**src/rtl/pipe_sum.sv**
```systemverilog
// Pipelined carry-chained adder/subtractor with valid/ready on both sides.
// Each stage resolves one BUS_WIDTH/STAGES slice; the whole pipe stalls as one.
module pipe_sum #(
    parameter int BUS_WIDTH = 32,
    parameter int STAGES    = 4
) (
    input  logic                 clk,
    input  logic                 rst,
    input  logic                 sum_in_valid,
    output logic                 sum_in_ready,
    input  logic [BUS_WIDTH-1:0] sum_in1,
    input  logic [BUS_WIDTH-1:0] sum_in2,
    input  logic                 sum_sub,
    input  logic                 sum_cin,
    output logic                 sum_out_valid,
    input  logic                 sum_out_ready,
    output logic [BUS_WIDTH-1:0] sum_out,
    output logic                 sum_nextbit_out,
    output logic                 sum_ovf_out
);

    localparam int S = BUS_WIDTH / STAGES;
    localparam int L = STAGES - 1;

    logic [BUS_WIDTH-1:0] a_q [STAGES];
    logic [BUS_WIDTH-1:0] a_d [STAGES];
    logic [BUS_WIDTH-1:0] b_q [STAGES];
    logic [BUS_WIDTH-1:0] b_d [STAGES];
    logic [BUS_WIDTH-1:0] r_q [STAGES];
    logic [BUS_WIDTH-1:0] r_d [STAGES];
    logic [STAGES-1:0]    cy_q;
    logic [STAGES-1:0]    cy_d;
    logic [STAGES-1:0]    vld_q;
    logic [STAGES-1:0]    vld_d;
    logic                 ovf_q;
    logic                 ovf_d;

    logic                 en;
    logic [BUS_WIDTH-1:0] a_in;
    logic [BUS_WIDTH-1:0] b_in;
    logic [BUS_WIDTH-1:0] r_in;
    logic                 c_in;
    logic                 v_in;
    logic [S:0]           slice;

    assign en           = ~vld_q[L] | sum_out_ready;
    assign sum_in_ready = en;

    always_comb begin
        a_d   = '{default: '0};
        b_d   = '{default: '0};
        r_d   = '{default: '0};
        cy_d  = '0;
        vld_d = '0;
        a_in  = '0;
        b_in  = '0;
        r_in  = '0;
        c_in  = 1'b0;
        v_in  = 1'b0;
        slice = '0;
        for (int k = 0; k < STAGES; k++) begin
            if (k == 0) begin
                // Subtraction is A + ~B + 1, so the incoming carry becomes 1.
                a_in = sum_in1;
                b_in = sum_sub ? ~sum_in2 : sum_in2;
                r_in = '0;
                c_in = sum_sub | sum_cin;
                v_in = sum_in_valid;
            end else begin
                a_in = a_q[(k + L) % STAGES];
                b_in = b_q[(k + L) % STAGES];
                r_in = r_q[(k + L) % STAGES];
                c_in = cy_q[(k + L) % STAGES];
                v_in = vld_q[(k + L) % STAGES];
            end
            slice = {1'b0, a_in[k*S +: S]}
                  + {1'b0, b_in[k*S +: S]}
                  + {{S{1'b0}}, c_in};
            a_d[k]          = a_in;
            b_d[k]          = b_in;
            r_d[k]          = r_in;
            r_d[k][k*S +: S] = slice[S-1:0];
            cy_d[k]         = slice[S];
            vld_d[k]        = v_in;
        end
        // a^b^sum at the MSB recovers the carry into the MSB.
        ovf_d = a_d[L][BUS_WIDTH-1] ^ b_d[L][BUS_WIDTH-1]
              ^ r_d[L][BUS_WIDTH-1] ^ cy_d[L];
    end

    always_ff @(posedge clk or posedge rst) begin
        if (rst) begin
            a_q   <= '{default: '0};
            b_q   <= '{default: '0};
            r_q   <= '{default: '0};
            cy_q  <= '0;
            vld_q <= '0;
            ovf_q <= 1'b0;
        end else if (en) begin
            a_q   <= a_d;
            b_q   <= b_d;
            r_q   <= r_d;
            cy_q  <= cy_d;
            vld_q <= vld_d;
            ovf_q <= ovf_d;
        end
    end

    assign sum_out_valid   = vld_q[L];
    assign sum_out         = r_q[L];
    assign sum_nextbit_out = cy_q[L];
    assign sum_ovf_out     = ovf_q;

endmodule

```
**config.mk**
```make
export PLATFORM = sky130hd
export DESIGN_NAME = pipe_sum
export DESIGN_NICKNAME = d
export VERILOG_FILES = /design/src/rtl/pipe_sum.sv
export SDC_FILE = /design/constraint.sdc
export NUM_CORES = 1
export LEC_CHECK = 0
export CAP_MARGIN = 20
export CELL_PAD_IN_SITES_DETAIL_PLACEMENT = 0
export CELL_PAD_IN_SITES_GLOBAL_PLACEMENT = 1
export CORE_MARGIN = 3
export CORE_UTILIZATION = 36
export DETAILED_ROUTE_END_ITERATION = 8
export PLACE_DENSITY = 0.71
export SKIP_CTS_REPAIR_TIMING = 1
export SLEW_MARGIN = 20
export SYNTH_ARGS = -nofsm -noshare
export SYNTH_HDL_FRONTEND = slang
export SYNTH_SLANG_ARGS = --single-unit
```
**constraint.sdc**
```tcl
create_clock -name clk -period 8.8 [get_ports clk]
set_input_delay 2.2 -clock clk [delete_from_list [all_inputs] [get_ports clk]]
set_output_delay 2.2 -clock clk [all_outputs]
set_load 0.1 [all_outputs]
```
==> results.yml <==
synth:
  synth_compound_area_share_pct: 7.059
  synth-simple-area-share_pct: 22.08
  synthMuxAreaShare_pct: 0
  syn_area_per_cell_um2: 9.114
  postSynth.asyncResetShare_pct: 100.0
  ys_seq_area_share_pct: 55.57
  ys_ff_latch: 185
  yosysWarnings: 0
  synth_top_family_by_area: "simple AND/OR/NAND/NOR gates"
  synth-adder-area-share_pct: 6.128
  synth-edff-count: 0
  synth_nets: 1020
  synth_area_um2: 8330
  synth_flop_cell: "dfrtp_1"
  syn-instance-count: 914
  synth-xor-area-share_pct: 5.677
  synth_cell_types: 34
power_and_ir_drop:
  peakVddDrop_uv: 216.9
  power_density_nw_per_um2: 402.0
  p_leak_nw: 4.919
  p_total_mw: 4.091
final_layout:
  antenna_cells: 0
  layout_commonest_cell: "nand2_1"
  layout_common_cells: "nand2_1 (422), dfrtp_1 (185), clkdlybuf4s50_1 (104)"
  final_cell_area_um2: 10170
  drive_above_1_share_pct: 4.941
  n_fill_cell: 2272
  fin_nets: 1105
  syn_to_final_growth_pct: 22.14
sta:
  post-route-period-util_pct: 78.52
  period_needed_ns: 6.910
  finalMaxSlewViolations: 0
  max_freq_mhz: 144.7
  rsz0062_at_grt: "no"
  setup_tns_ns: 0
  hold_violations: 0
  setup_viol_count_final: 0
  worst_pin_slew_ns: 1.058
  slew_headroom_pct: 29.27
  fin_skew_ns: 0.01068
cts:
  cts_tree: "yes"
  cts_made_buffers: 17
  root_buffer: "clkbuf_16"
  clock_path_buffers: 2
  clock-sinks: 185
  worstSkewPairLatency_ns: 0.42
  path_clk_slew_ns: 0.08
  htreeDepth: 4
setup_path:
  critical_path.top_delay_family: "buffers and inverters"
  critPathKind: "input port to primary output"
  critPathCaptureType: "primary output"
  crit_path_start_kind: "input port"
  worst_ep_required_time_ns: 6.60
  cpMostUsedCell: "clkdlybuf4s50_1"
  critical_path_arrival_ns: 4.71
  crit_buf_inv: 3
  slowest_stage: "clkdlybuf4s50_1"
  cp_max_fo: 86
  cp_cell_sequence: "clkdlybuf4s50_1 -> nor2b_4 -> inv_6 -> clkdlybuf4s50_1"
  cp_slowest_stage_delay_ns: 1.07
min_path:
  hp-class: "flop to flop"
routing:
  wire_per_inst_um: 12.72
  wl_um: 16500
  drt_pass1_iterations: 4
  vias: 5783
  drt_iter0_drc: 264
  viasPerCell: 4.459
  ant_nets: 0
  drc: 0
place:
  gp_congestion: 0.7644
  placed_area_um2: 9560
  port_buffers: 105
  dpl.hpwl_um: 10750
global_route:
  grt_use_met1_pct: 19.51
  grt_overflow: 0
  track_usage_pct: 14.04
  grt_pass1_wl_um: 28080
  grt_util_met3_pct: 2.597
  grt_pass1_vias: 5677
  grt.met2_usage_pct: 22.58
  grt_start_max_net_pins: 108
  busiest_layer: "met2"
  antenna_found_initial: 0
floorplan:
  die_height_um: 158.1
  row_count: 55
  start_util_pct: 36.68
  pin_count: 106
  core_area_um2: 22710
  fp.dieW_um: 158.1
  die_area_um2: 25000
status:
  status: "completed"
flow_run:
  maxCapViolCount: 0
## per-layer routing
metal  routed length [um]  vias to the layer above
li1                     -                     3051
met1                 8246                     2652
met2                 7588                       66
met3                  449                       14
met4                  214                        0
met5                    0                        -
## sequential cells by signal, indices dropped and copies added, names as in the netlist, 8 cells and up
register and flops:
sum_out 32, b_in 8, b_d 40, a_d 40, r_in 24, a_in 8, r_d 24
## worst min-delay path: cells and delay by family, from the launching register on
kind             cells  cell delay [ns]
AND/OR/NAND/NOR      2             0.10
flip-flops           1             0.34
## area by class of cell
| type | count | area (um^2) | share of cell area [%] |
|---|---|---|---|
| clock buffer | 18 | 429.2 | 4.218 |
| multi-input combinational | 668 | 3418 | 33.60 |
| inverter | 16 | 72.57 | 0.7132 |
| clock inverter | 14 | 157.7 | 1.549 |
| tap | 285 | 356.6 | 3.505 |
| timing repair buffer | 111 | 1111 | 10.92 |
| sequential | 185 | 4629 | 45.50 |
## worst paths after layout
kind	start	end	slack (ns)	cells past startpoint
worst max-delay path	sum_out_ready	sum_in_ready	1.89	4
worst min-delay path	vld_q[2]	vld_q[2]	0.46	2
worst max register to register	vld_q[3]	b_d[75]	5.77	4
worst min register to register	vld_q[2]	vld_q[2]	0.46	2
max in group asynchronous	rst	r_d[65]	5.25	4
min in group asynchronous	rst	a_d[94]	2.28	2
## where the power goes
part	switching, mW	internal, mW
Sequential	0.199	1.23
Clock	0.359	0.404
Combinational	1.30	0.602
## cells by family after synthesis
| family | count (synthesis) |
|---|---|
| buf+inv | 61 |
| flops | 185 |
| compound gates | 102 |
| xor+xnor | 54 |
| simple gates | 476 |
| fa+ha+maj | 36 |
## per-stage QoR
stage	hold WS [ns]	worst slack [ns]	utilization, %	cells
2_1_floorplan	0.4300	1.571	-	914
3_3_place_gp	0.4454	1.843	42.10	1264
3_5_place_dp	0.4482	1.808	42.10	1264
4_1_cts	0.4662	1.807	44.68	1296
5_1_grt	0.4858	1.712	44.80	1297
6_report	0.4637	1.890	44.80	1297
## cells in the mapped netlist, types with 3 or more instances
cell type / number / share of area (%)
xor2_1: 20 / 2.1
nor2_1: 32 / 1.4
xnor2_1: 34 / 3.6
buf_1: 6 / 0.27
ha_1: 28 / 4.2
o21ai_0: 37 / 2.2
a21o_1: 5 / 0.45
clkbuf_1: 9 / 0.41
a211oi_1: 3 / 0.27
nor3_1: 7 / 0.42
buf_2: 27 / 1.6
fa_1: 8 / 1.9
nand2_1: 422 / 19
nor2b_1: 4 / 0.30
o21bai_1: 5 / 0.45
o31ai_1: 3 / 0.27
inv_1: 15 / 0.68
o21ai_1: 14 / 0.84
a21oi_1: 19 / 1.1
dfrtp_1: 185 / 56
a21oi_2: 5 / 0.53
a31oi_1: 8 / 0.60
nand2b_1: 3 / 0.23
Power figures use the tool's default switching activity.
